`src/rtl/pd_rt_dispatch_ctrl_if.sv`:
```
// Bundle of dispatcher, register-file, core-control and report signals for one RT core dispatch slot.
// The controller uses the slave modport; the dispatcher/core side uses master.
interface pd_rt_dispatch_ctrl_if #(
    parameter int THREAD_W = 6,
    parameter int DATA_W   = 32,
    parameter int VEC_W    = 128,
    parameter int SREG_AW  = 5,
    parameter int VREG_AW  = 4
);
    logic                task_valid;
    logic                task_ready;
    logic [THREAD_W-1:0] task_tid;
    logic [DATA_W-1:0]   task_pixel;
    logic [DATA_W-1:0]   task_pc;
    logic [DATA_W-1:0]   task_sp;
    logic [VEC_W-1:0]    task_origin;
    logic [VEC_W-1:0]    task_dir;
    logic                s_wen;
    logic [SREG_AW-1:0]  s_waddr;
    logic [DATA_W-1:0]   s_wdata;
    logic                v_wen;
    logic [VREG_AW-1:0]  v_waddr;
    logic [VEC_W-1:0]    v_wdata;
    logic [DATA_W-1:0]   core_pc;
    logic [DATA_W-1:0]   core_sp;
    logic                core_start;
    logic                kernel_mode;
    logic                preempt;
    logic                task_finish_in;
    logic                context_switch_in;
    logic [DATA_W-1:0]   core_pc_in;
    logic [DATA_W-1:0]   core_sp_in;
    logic                rpt_valid;
    logic                rpt_ready;
    logic [THREAD_W-1:0] rpt_tid;
    logic                rpt_switched;
    logic [DATA_W-1:0]   rpt_pc;
    logic [DATA_W-1:0]   rpt_sp;

    modport slave (
        input  task_valid, task_tid, task_pixel, task_pc, task_sp, task_origin, task_dir,
        input  task_finish_in, context_switch_in, core_pc_in, core_sp_in, rpt_ready,
        output task_ready, s_wen, s_waddr, s_wdata, v_wen, v_waddr, v_wdata,
        output core_pc, core_sp, core_start, kernel_mode, preempt,
        output rpt_valid, rpt_tid, rpt_switched, rpt_pc, rpt_sp
    );

    modport master (
        output task_valid, task_tid, task_pixel, task_pc, task_sp, task_origin, task_dir,
        output task_finish_in, context_switch_in, core_pc_in, core_sp_in, rpt_ready,
        input  task_ready, s_wen, s_waddr, s_wdata, v_wen, v_waddr, v_wdata,
        input  core_pc, core_sp, core_start, kernel_mode, preempt,
        input  rpt_valid, rpt_tid, rpt_switched, rpt_pc, rpt_sp
    );
endinterface

```
`src/rtl/pd_rt_dispatch_ctrl.sv`:
```
// Per-core dispatch controller: preloads the RF from a task descriptor, runs the core under an
// optional watchdog and returns a finish/suspend record with the saved PC/SP.
module pd_rt_dispatch_ctrl #(
    parameter int THREAD_W    = 6,
    parameter int DATA_W      = 32,
    parameter int VEC_W       = 128,
    parameter int SREG_AW     = 5,
    parameter int VREG_AW     = 4,
    parameter int PIXEL_REG   = 1,
    parameter int TID_REG     = 2,
    parameter int ORIGIN_VREG = 1,
    parameter int DIR_VREG    = 2,
    parameter int TIMEOUT     = 0
) (
    input  logic clk,
    input  logic rst_n,
    pd_rt_dispatch_ctrl_if.slave bus
);
    localparam int CNT_W = ($clog2(TIMEOUT + 1) > 1) ? $clog2(TIMEOUT + 1) : 1;
    localparam logic [CNT_W-1:0] CNT_MAX = CNT_W'(TIMEOUT);
    localparam bit WD_EN = (TIMEOUT != 0);

    typedef enum logic [2:0] {
        S_IDLE   = 3'd0,
        S_LOAD0  = 3'd1,
        S_LOAD1  = 3'd2,
        S_START  = 3'd3,
        S_RUN    = 3'd4,
        S_REPORT = 3'd5
    } state_t;

    state_t              state_r, state_s;
    logic [THREAD_W-1:0] tid_r;
    logic [DATA_W-1:0]   pixel_r, pc_r, sp_r;
    logic [VEC_W-1:0]    origin_r, dir_r;
    logic [CNT_W-1:0]    cnt_r;
    logic                rpt_valid_r, rpt_switched_r;
    logic [THREAD_W-1:0] rpt_tid_r;
    logic [DATA_W-1:0]   rpt_pc_r, rpt_sp_r;
    logic                accept_s, fin_s, sw_s, done_s;

    assign accept_s = bus.task_valid && (state_r == S_IDLE);
    assign fin_s    = bus.task_finish_in && (state_r == S_RUN);
    assign sw_s     = bus.context_switch_in && (state_r == S_RUN);
    assign done_s   = rpt_valid_r && bus.rpt_ready;

    // State register
    always_ff @(posedge clk or negedge rst_n) begin
        if (!rst_n) state_r <= S_IDLE;
        else        state_r <= state_s;
    end

    // Next-state decode
    always_comb begin
        state_s = state_r;
        case (state_r)
            S_IDLE:   if (accept_s) state_s = S_LOAD0; else state_s = S_IDLE;
            S_LOAD0:  state_s = S_LOAD1;
            S_LOAD1:  state_s = S_START;
            S_START:  state_s = S_RUN;
            S_RUN:    if (fin_s || sw_s) state_s = S_REPORT; else state_s = S_RUN;
            S_REPORT: if (bus.rpt_ready) state_s = S_IDLE; else state_s = S_REPORT;
            default:  state_s = S_IDLE;
        endcase
    end

    // Descriptor latch
    always_ff @(posedge clk or negedge rst_n) begin
        if (!rst_n) begin
            tid_r    <= '0;
            pixel_r  <= '0;
            pc_r     <= '0;
            sp_r     <= '0;
            origin_r <= '0;
            dir_r    <= '0;
        end else if (accept_s) begin
            tid_r    <= bus.task_tid;
            pixel_r  <= bus.task_pixel;
            pc_r     <= bus.task_pc;
            sp_r     <= bus.task_sp;
            origin_r <= bus.task_origin;
            dir_r    <= bus.task_dir;
        end else begin
            tid_r    <= tid_r;
            pixel_r  <= pixel_r;
            pc_r     <= pc_r;
            sp_r     <= sp_r;
            origin_r <= origin_r;
            dir_r    <= dir_r;
        end
    end

    // RUN-cycle counter, saturating so the watchdog level holds until RUN is left
    always_ff @(posedge clk or negedge rst_n) begin
        if (!rst_n)                  cnt_r <= '0;
        else if (state_r != S_RUN)   cnt_r <= '0;
        else if (cnt_r != CNT_MAX)   cnt_r <= cnt_r + CNT_W'(1);
        else                         cnt_r <= cnt_r;
    end

    // Report record; finish has priority over a simultaneous context switch
    always_ff @(posedge clk or negedge rst_n) begin
        if (!rst_n) begin
            rpt_valid_r    <= 1'b0;
            rpt_switched_r <= 1'b0;
            rpt_tid_r      <= '0;
            rpt_pc_r       <= '0;
            rpt_sp_r       <= '0;
        end else if (fin_s || sw_s) begin
            rpt_valid_r    <= 1'b1;
            rpt_switched_r <= !fin_s;
            rpt_tid_r      <= tid_r;
            rpt_pc_r       <= fin_s ? '0 : bus.core_pc_in;
            rpt_sp_r       <= fin_s ? '0 : bus.core_sp_in;
        end else if (done_s) begin
            rpt_valid_r    <= 1'b0;
            rpt_switched_r <= 1'b0;
            rpt_tid_r      <= '0;
            rpt_pc_r       <= '0;
            rpt_sp_r       <= '0;
        end else begin
            rpt_valid_r    <= rpt_valid_r;
            rpt_switched_r <= rpt_switched_r;
            rpt_tid_r      <= rpt_tid_r;
            rpt_pc_r       <= rpt_pc_r;
            rpt_sp_r       <= rpt_sp_r;
        end
    end

    // Register-file preload and core control decoded from state and latched fields only
    always_comb begin
        bus.s_wen   = 1'b0;
        bus.s_waddr = '0;
        bus.s_wdata = '0;
        bus.v_wen   = 1'b0;
        bus.v_waddr = '0;
        bus.v_wdata = '0;
        case (state_r)
            S_LOAD0: begin
                bus.s_wen   = 1'b1;
                bus.s_waddr = SREG_AW'(PIXEL_REG);
                bus.s_wdata = pixel_r;
                bus.v_wen   = 1'b1;
                bus.v_waddr = VREG_AW'(ORIGIN_VREG);
                bus.v_wdata = origin_r;
            end
            S_LOAD1: begin
                bus.s_wen   = 1'b1;
                bus.s_waddr = SREG_AW'(TID_REG);
                bus.s_wdata = DATA_W'(tid_r);
                bus.v_wen   = 1'b1;
                bus.v_waddr = VREG_AW'(DIR_VREG);
                bus.v_wdata = dir_r;
            end
            default: begin
                bus.s_wen = 1'b0;
                bus.v_wen = 1'b0;
            end
        endcase
    end

    // Core-facing control levels
    always_comb begin
        bus.task_ready  = (state_r == S_IDLE);
        bus.core_start  = (state_r == S_START);
        bus.kernel_mode = !((state_r == S_START) || (state_r == S_RUN));
        bus.preempt     = WD_EN && (state_r == S_RUN) && (cnt_r == CNT_MAX);
        if ((state_r == S_LOAD0) || (state_r == S_LOAD1) || (state_r == S_START)) begin
            bus.core_pc = pc_r;
            bus.core_sp = sp_r;
        end else begin
            bus.core_pc = '0;
            bus.core_sp = '0;
        end
    end

    assign bus.rpt_valid    = rpt_valid_r;
    assign bus.rpt_switched = rpt_switched_r;
    assign bus.rpt_tid      = rpt_tid_r;
    assign bus.rpt_pc       = rpt_pc_r;
    assign bus.rpt_sp       = rpt_sp_r;
endmodule

```
`src/flat_wrapper.sv`:
```
// flat-port wrapper written by rule: the top's interface ports become plain ports
module pd_rt_dispatch_ctrl_flat 
#(
    parameter int THREAD_W    = 6,
    parameter int DATA_W      = 32,
    parameter int VEC_W       = 128,
    parameter int SREG_AW     = 5,
    parameter int VREG_AW     = 4,
    parameter int PIXEL_REG   = 1,
    parameter int TID_REG     = 2,
    parameter int ORIGIN_VREG = 1,
    parameter int DIR_VREG    = 2,
    parameter int TIMEOUT     = 0
)
  (clk, rst_n, bus_task_valid, bus_task_tid, bus_task_pixel, bus_task_pc, bus_task_sp, bus_task_origin, bus_task_dir, bus_task_finish_in, bus_context_switch_in, bus_core_pc_in, bus_core_sp_in, bus_rpt_ready, bus_task_ready, bus_s_wen, bus_s_waddr, bus_s_wdata, bus_v_wen, bus_v_waddr, bus_v_wdata, bus_core_pc, bus_core_sp, bus_core_start, bus_kernel_mode, bus_preempt, bus_rpt_valid, bus_rpt_tid, bus_rpt_switched, bus_rpt_pc, bus_rpt_sp);
  pd_rt_dispatch_ctrl_if #(.THREAD_W(THREAD_W), .DATA_W(DATA_W), .VEC_W(VEC_W), .SREG_AW(SREG_AW), .VREG_AW(VREG_AW)) bus_i ();
  input  logic clk;
  input  logic rst_n;
  input wire logic [$bits(bus_i.task_valid)-1:0] bus_task_valid;
  input wire logic [$bits(bus_i.task_tid)-1:0] bus_task_tid;
  input wire logic [$bits(bus_i.task_pixel)-1:0] bus_task_pixel;
  input wire logic [$bits(bus_i.task_pc)-1:0] bus_task_pc;
  input wire logic [$bits(bus_i.task_sp)-1:0] bus_task_sp;
  input wire logic [$bits(bus_i.task_origin)-1:0] bus_task_origin;
  input wire logic [$bits(bus_i.task_dir)-1:0] bus_task_dir;
  input wire logic [$bits(bus_i.task_finish_in)-1:0] bus_task_finish_in;
  input wire logic [$bits(bus_i.context_switch_in)-1:0] bus_context_switch_in;
  input wire logic [$bits(bus_i.core_pc_in)-1:0] bus_core_pc_in;
  input wire logic [$bits(bus_i.core_sp_in)-1:0] bus_core_sp_in;
  input wire logic [$bits(bus_i.rpt_ready)-1:0] bus_rpt_ready;
  output wire logic [$bits(bus_i.task_ready)-1:0] bus_task_ready;
  output wire logic [$bits(bus_i.s_wen)-1:0] bus_s_wen;
  output wire logic [$bits(bus_i.s_waddr)-1:0] bus_s_waddr;
  output wire logic [$bits(bus_i.s_wdata)-1:0] bus_s_wdata;
  output wire logic [$bits(bus_i.v_wen)-1:0] bus_v_wen;
  output wire logic [$bits(bus_i.v_waddr)-1:0] bus_v_waddr;
  output wire logic [$bits(bus_i.v_wdata)-1:0] bus_v_wdata;
  output wire logic [$bits(bus_i.core_pc)-1:0] bus_core_pc;
  output wire logic [$bits(bus_i.core_sp)-1:0] bus_core_sp;
  output wire logic [$bits(bus_i.core_start)-1:0] bus_core_start;
  output wire logic [$bits(bus_i.kernel_mode)-1:0] bus_kernel_mode;
  output wire logic [$bits(bus_i.preempt)-1:0] bus_preempt;
  output wire logic [$bits(bus_i.rpt_valid)-1:0] bus_rpt_valid;
  output wire logic [$bits(bus_i.rpt_tid)-1:0] bus_rpt_tid;
  output wire logic [$bits(bus_i.rpt_switched)-1:0] bus_rpt_switched;
  output wire logic [$bits(bus_i.rpt_pc)-1:0] bus_rpt_pc;
  output wire logic [$bits(bus_i.rpt_sp)-1:0] bus_rpt_sp;
  assign bus_i.task_valid = bus_task_valid;
  assign bus_i.task_tid = bus_task_tid;
  assign bus_i.task_pixel = bus_task_pixel;
  assign bus_i.task_pc = bus_task_pc;
  assign bus_i.task_sp = bus_task_sp;
  assign bus_i.task_origin = bus_task_origin;
  assign bus_i.task_dir = bus_task_dir;
  assign bus_i.task_finish_in = bus_task_finish_in;
  assign bus_i.context_switch_in = bus_context_switch_in;
  assign bus_i.core_pc_in = bus_core_pc_in;
  assign bus_i.core_sp_in = bus_core_sp_in;
  assign bus_i.rpt_ready = bus_rpt_ready;
  assign bus_task_ready = bus_i.task_ready;
  assign bus_s_wen = bus_i.s_wen;
  assign bus_s_waddr = bus_i.s_waddr;
  assign bus_s_wdata = bus_i.s_wdata;
  assign bus_v_wen = bus_i.v_wen;
  assign bus_v_waddr = bus_i.v_waddr;
  assign bus_v_wdata = bus_i.v_wdata;
  assign bus_core_pc = bus_i.core_pc;
  assign bus_core_sp = bus_i.core_sp;
  assign bus_core_start = bus_i.core_start;
  assign bus_kernel_mode = bus_i.kernel_mode;
  assign bus_preempt = bus_i.preempt;
  assign bus_rpt_valid = bus_i.rpt_valid;
  assign bus_rpt_tid = bus_i.rpt_tid;
  assign bus_rpt_switched = bus_i.rpt_switched;
  assign bus_rpt_pc = bus_i.rpt_pc;
  assign bus_rpt_sp = bus_i.rpt_sp;
  pd_rt_dispatch_ctrl #(.THREAD_W(THREAD_W), .DATA_W(DATA_W), .VEC_W(VEC_W), .SREG_AW(SREG_AW), .VREG_AW(VREG_AW), .PIXEL_REG(PIXEL_REG), .TID_REG(TID_REG), .ORIGIN_VREG(ORIGIN_VREG), .DIR_VREG(DIR_VREG), .TIMEOUT(TIMEOUT)) u_core (.clk(clk), .rst_n(rst_n), .bus(bus_i));
endmodule
```
`config.mk`:
```
export PLATFORM = sky130hd
export DESIGN_NAME = pd_rt_dispatch_ctrl_flat
export DESIGN_NICKNAME = d
export VERILOG_FILES = /design/src/rtl/pd_rt_dispatch_ctrl_if.sv /design/src/rtl/pd_rt_dispatch_ctrl.sv /design/src/flat_wrapper.sv
export SDC_FILE = /design/constraint.sdc
export NUM_CORES = 1
export LEC_CHECK = 0
export ABC_AREA = 1
export ABC_CLOCK_PERIOD_IN_PS = 3400
export CAP_MARGIN = 0
export CORE_MARGIN = 4
export CORE_UTILIZATION = 25
export DETAILED_ROUTE_END_ITERATION = 10
export PLACE_DENSITY = 0.59
export REMOVE_ABC_BUFFERS = 1
export SYNTH_ARGS = -nofsm -noshare
export SYNTH_HDL_FRONTEND = slang
export SYNTH_SLANG_ARGS = --single-unit
```
`constraint.sdc`:
```
create_clock -name clk -period 3.4 [get_ports clk]
set_clock_uncertainty 0.2 [all_clocks]
set_input_delay 0.68 -clock clk [delete_from_list [all_inputs] [get_ports clk]]
set_output_delay 0.68 -clock clk [all_outputs]
set_load 0.01 [all_outputs]
```
==> results.cfg <==
[synth]
synth_top_flop_cell = dfrtp_1
yosysMostFrequentCell = nand2_1
ys_types = 19
synthCells = 2529
async_flop_share = 1.00
synth_simple_gate_area_frac = 0.378
yosysTopAreaCell = dfrtp_1
syn_area_per_cell_um2 = 7.78
yosys_warnings = 0
ys_ff_latch = 433
yosysSeqAreaShare = 0.551
synth_top_family_by_area = simple AND/OR/NAND/NOR gates
synth.top_cell.area_share = 0.551
synth-xor-area-share = 0
netlist_area_um2 = 19700
synth_area_leaders = dfrtp_1, nand2_1, nand3_1
synth_compound_area_frac = 0.000763
synthMuxAreaShare = 0
synth_edf_count = 0
yosys-top-cells-count = nand2_1, nand3_1, dfrtp_1
synth_adder_area_share = 0

[layout]
regArea_um2 = 10800
fin_nets = 3637
multi_input_area_um2 = 7510
n_fill_cell = 7970
finalInstanceArea_um2 = 30300
layout-drive-gt1-share = 0.0567
area_growth_pct = 54.2

[grt]
grt_pass1_wl_um = 122000
grt_overflow = 0
grt_busiest_layer = met2
grt_pass1_vias = 19900
grtUsageMet3 = 0.0540
antenna_found_initial = 15
track_usage = 0.189
grt_max_degree = 194
met1_usage = 0.232
grt_use_met2 = 0.321

[routing]
avgViaCountPerCell = 4.51
drcViolationCount = 0
drt_iter0_drc = 1221
ant_nets = 0
dr.pass1.iters = 5
num_vias = 19400
post_drt_wl_per_cell_um = 19.3
routed_wl_um = 83000

[die]
die_area_um2 = 83300
rows = 102
die_h_um = 289
initial_core_util = 0.253
pin_count = 739
core_um2 = 77700
die_w_um = 289

[critical_path]
crit_chain = clkinv_4 -> nand2_2 -> nor2_4 -> buf_4 -> buf_12 -> buf_16 -> clkdlybuf4s50_1
worstPathRequired_ns = 2.52
reg2reg_depth = 6
startpoint_type = register
rr_startpoint = u_core.state_r[1]$_DFF_PN0_
critical_path_class = reg2out
crit_end = bus_s_waddr[1]
r2r_end = u_core.dir_r[55]$_DFFE_PN0P_
slowest_delay_ns = 0.54
cp_max_fo = 11
crit_path_end_kind = primary output
cp-startpoint = u_core.state_r[2]$_DFF_PN0_
ff2ff_setup_slack_ns = 0.92
critical_path_arrival_ns = 2.42
crit_slowest_cell = clkdlybuf4s50_1

[pwr]
power.total_mw = 26.9
clock_power_share = 0.206
p_switching_mw = 10.6
seqPwrFrac = 0.336
switching_share = 0.395
vdd_ir_drop_max_mv = 0.783
p_per_area_nw_per_um2 = 887
cellLeakagePower_nw = 15.9
intPower_mw = 16.3
combPwrFrac = 0.458

[clocking]
clock_latency_ns = 0.57
cts_tree = built
clk_path_buf_depth = 3
clockRootBuffer = clkbuf_16
cts_buffers = 52
htree_levels = 2
cts.clk_slew.worst_paths_ns = 0.06
cts.sinks = 433

[placement]
hpwlAfterDp_um = 54900
place_area_um2 = 28000
io_buffer_count = 732
place_worst_setup_slack_ns = 0.368
gp_congestion = 0.857

[flow_run]
drv_cap = 0

[sta]
hold_viol_final = 0
rsz0062_at_grt = true
setup_viol = 0
setup_slack_ns = 0.102
fin_crit_sh = 0.970
finalMaxSlewViolations = 0
tightest_slew_ns = 1.15
relSlewSlack = 0.237
max_clock_freq_mhz = 303
fin_crit_ns = 3.30

[run_status]
status = completed

[min_path]
worstHoldPathType = reg2reg
power by group through the flow:
| stage | Clock, mW | Sequential, mW | Combinational (mW) |
|---|---|---|---|
| final | 5.55 | 9.04 | 12.3 |
| after global routing | 5.93 | 9.30 | 13.7 |
| after CTS | 5.74 | 9.02 | 12.4 |
| after detailed placement | 0 | 9.05 | 11.9 |
| after global placement | 0 | 9.07 | 11.7 |
| after floorplan | 0 | 8.77 | 5.72 |
placed cells by master (no fill, tap or decap), drive strengths merged, types with 7 or more instances in the layout:
cell type,n
nand2,1199
clkdlybuf4s50,603
nand3,503
dfrtp,433
inv,99
nor2,99
dlygate4sd2,93
clkbuf,80
buf,80
dlymetal6s2s,32
diode,10
clkinv,7
cell type report:
class / count / area share
Antenna cell: 10 / 0.000825
Clock buffer: 77 / 0.0516
Clock inverter: 11 / 0.00379
Inverter: 98 / 0.0124
Multi-Input combinational cell: 1810 / 0.248
Sequential cell: 433 / 0.357
Tap cell: 1040 / 0.0429
Timing Repair Buffer: 814 / 0.284
how the worst min path moves through the flow:
stage | to | slack, ns | start | cells after the start
2_1_floorplan | u_core.bus.rpt_pc[0]$_DFFE_PN0P_ | 0.18 | rst_n | 0
6_report | u_core.dir_r[53]$_DFFE_PN0P_ | 0.28 | u_core.dir_r[53]$_DFFE_PN0P_ | 2
3_3_place_gp | u_core.origin_r[33]$_DFFE_PN0P_ | 0.26 | u_core.origin_r[33]$_DFFE_PN0P_ | 2
4_1_cts | u_core.origin_r[108]$_DFFE_PN0P_ | 0.27 | bus_task_valid | 3
5_1_grt | u_core.origin_r[92]$_DFFE_PN0P_ | 0.29 | u_core.origin_r[92]$_DFFE_PN0P_ | 2
3_5_place_dp | u_core.pixel_r[25]$_DFFE_PN0P_ | 0.26 | u_core.pixel_r[25]$_DFFE_PN0P_ | 2
stage by stage:
stage	hold slack, ns	TNS (ns)	util	cells
after floorplan	0.184	-617.01	-	2341
after global placement	0.262	0	0.361	4162
after detailed placement	0.265	0	0.361	4162
after CTS	0.266	-0.0570	0.388	4278
after global routing	0.293	-0.0279	0.390	4289
final	0.276	0	0.390	4293
cell families after synthesis:
| family | Yosys count |
|---|---|
| AOI/OAI and AO/OA | 3 |
| buffers and inverters | 291 |
| DFF | 433 |
| other | 1 |
| and+or+nand+nor | 1801 |
routing by layer:
layer / wire length [um] / vias up / share of wire
li1: - / 9268 / -
met4: 2430 / 8 / 0.029
met3: 6630 / 136 / 0.080
met2: 40300 / 671 / 0.49
met1: 33600 / 9278 / 0.40
met5: 61 / - / 0.00073
critical path: cells and delay by family (launching register included):
| kind | cells | cell delay [ns] |
|---|---|---|
| buf+inv | 5 | 1.13 |
| simple gates | 2 | 0.24 |
| flops | 1 | 0.44 |
registers in the layout, indices dropped and copies added (netlist names):
| register | count |
|---|---|
| u_core.bus.rpt_switched | 1 |
| u_core.bus.rpt_sp | 32 |
| u_core.bus.rpt_valid | 1 |
| u_core.bus.rpt_pc | 32 |
| u_core.sp_r | 32 |
| u_core.pc_r | 32 |
| u_core.pixel_r | 32 |
| u_core.bus.rpt_tid | 6 |
| u_core.dir_r | 128 |
| u_core.state_r | 3 |
| u_core.origin_r | 128 |
| u_core.tid_r | 6 |
what timing repair did:
item                                    CTS  global route
setup buffers                            17             1
resized for setup                       114            37
cloned                                   10             4
endpoints found under the setup margin  175           103
pin swaps                                 2             2
hold buffers                              1             0
endpoints found under the hold margin    50             0
Note: power is estimated with default switching activity, not from simulation.
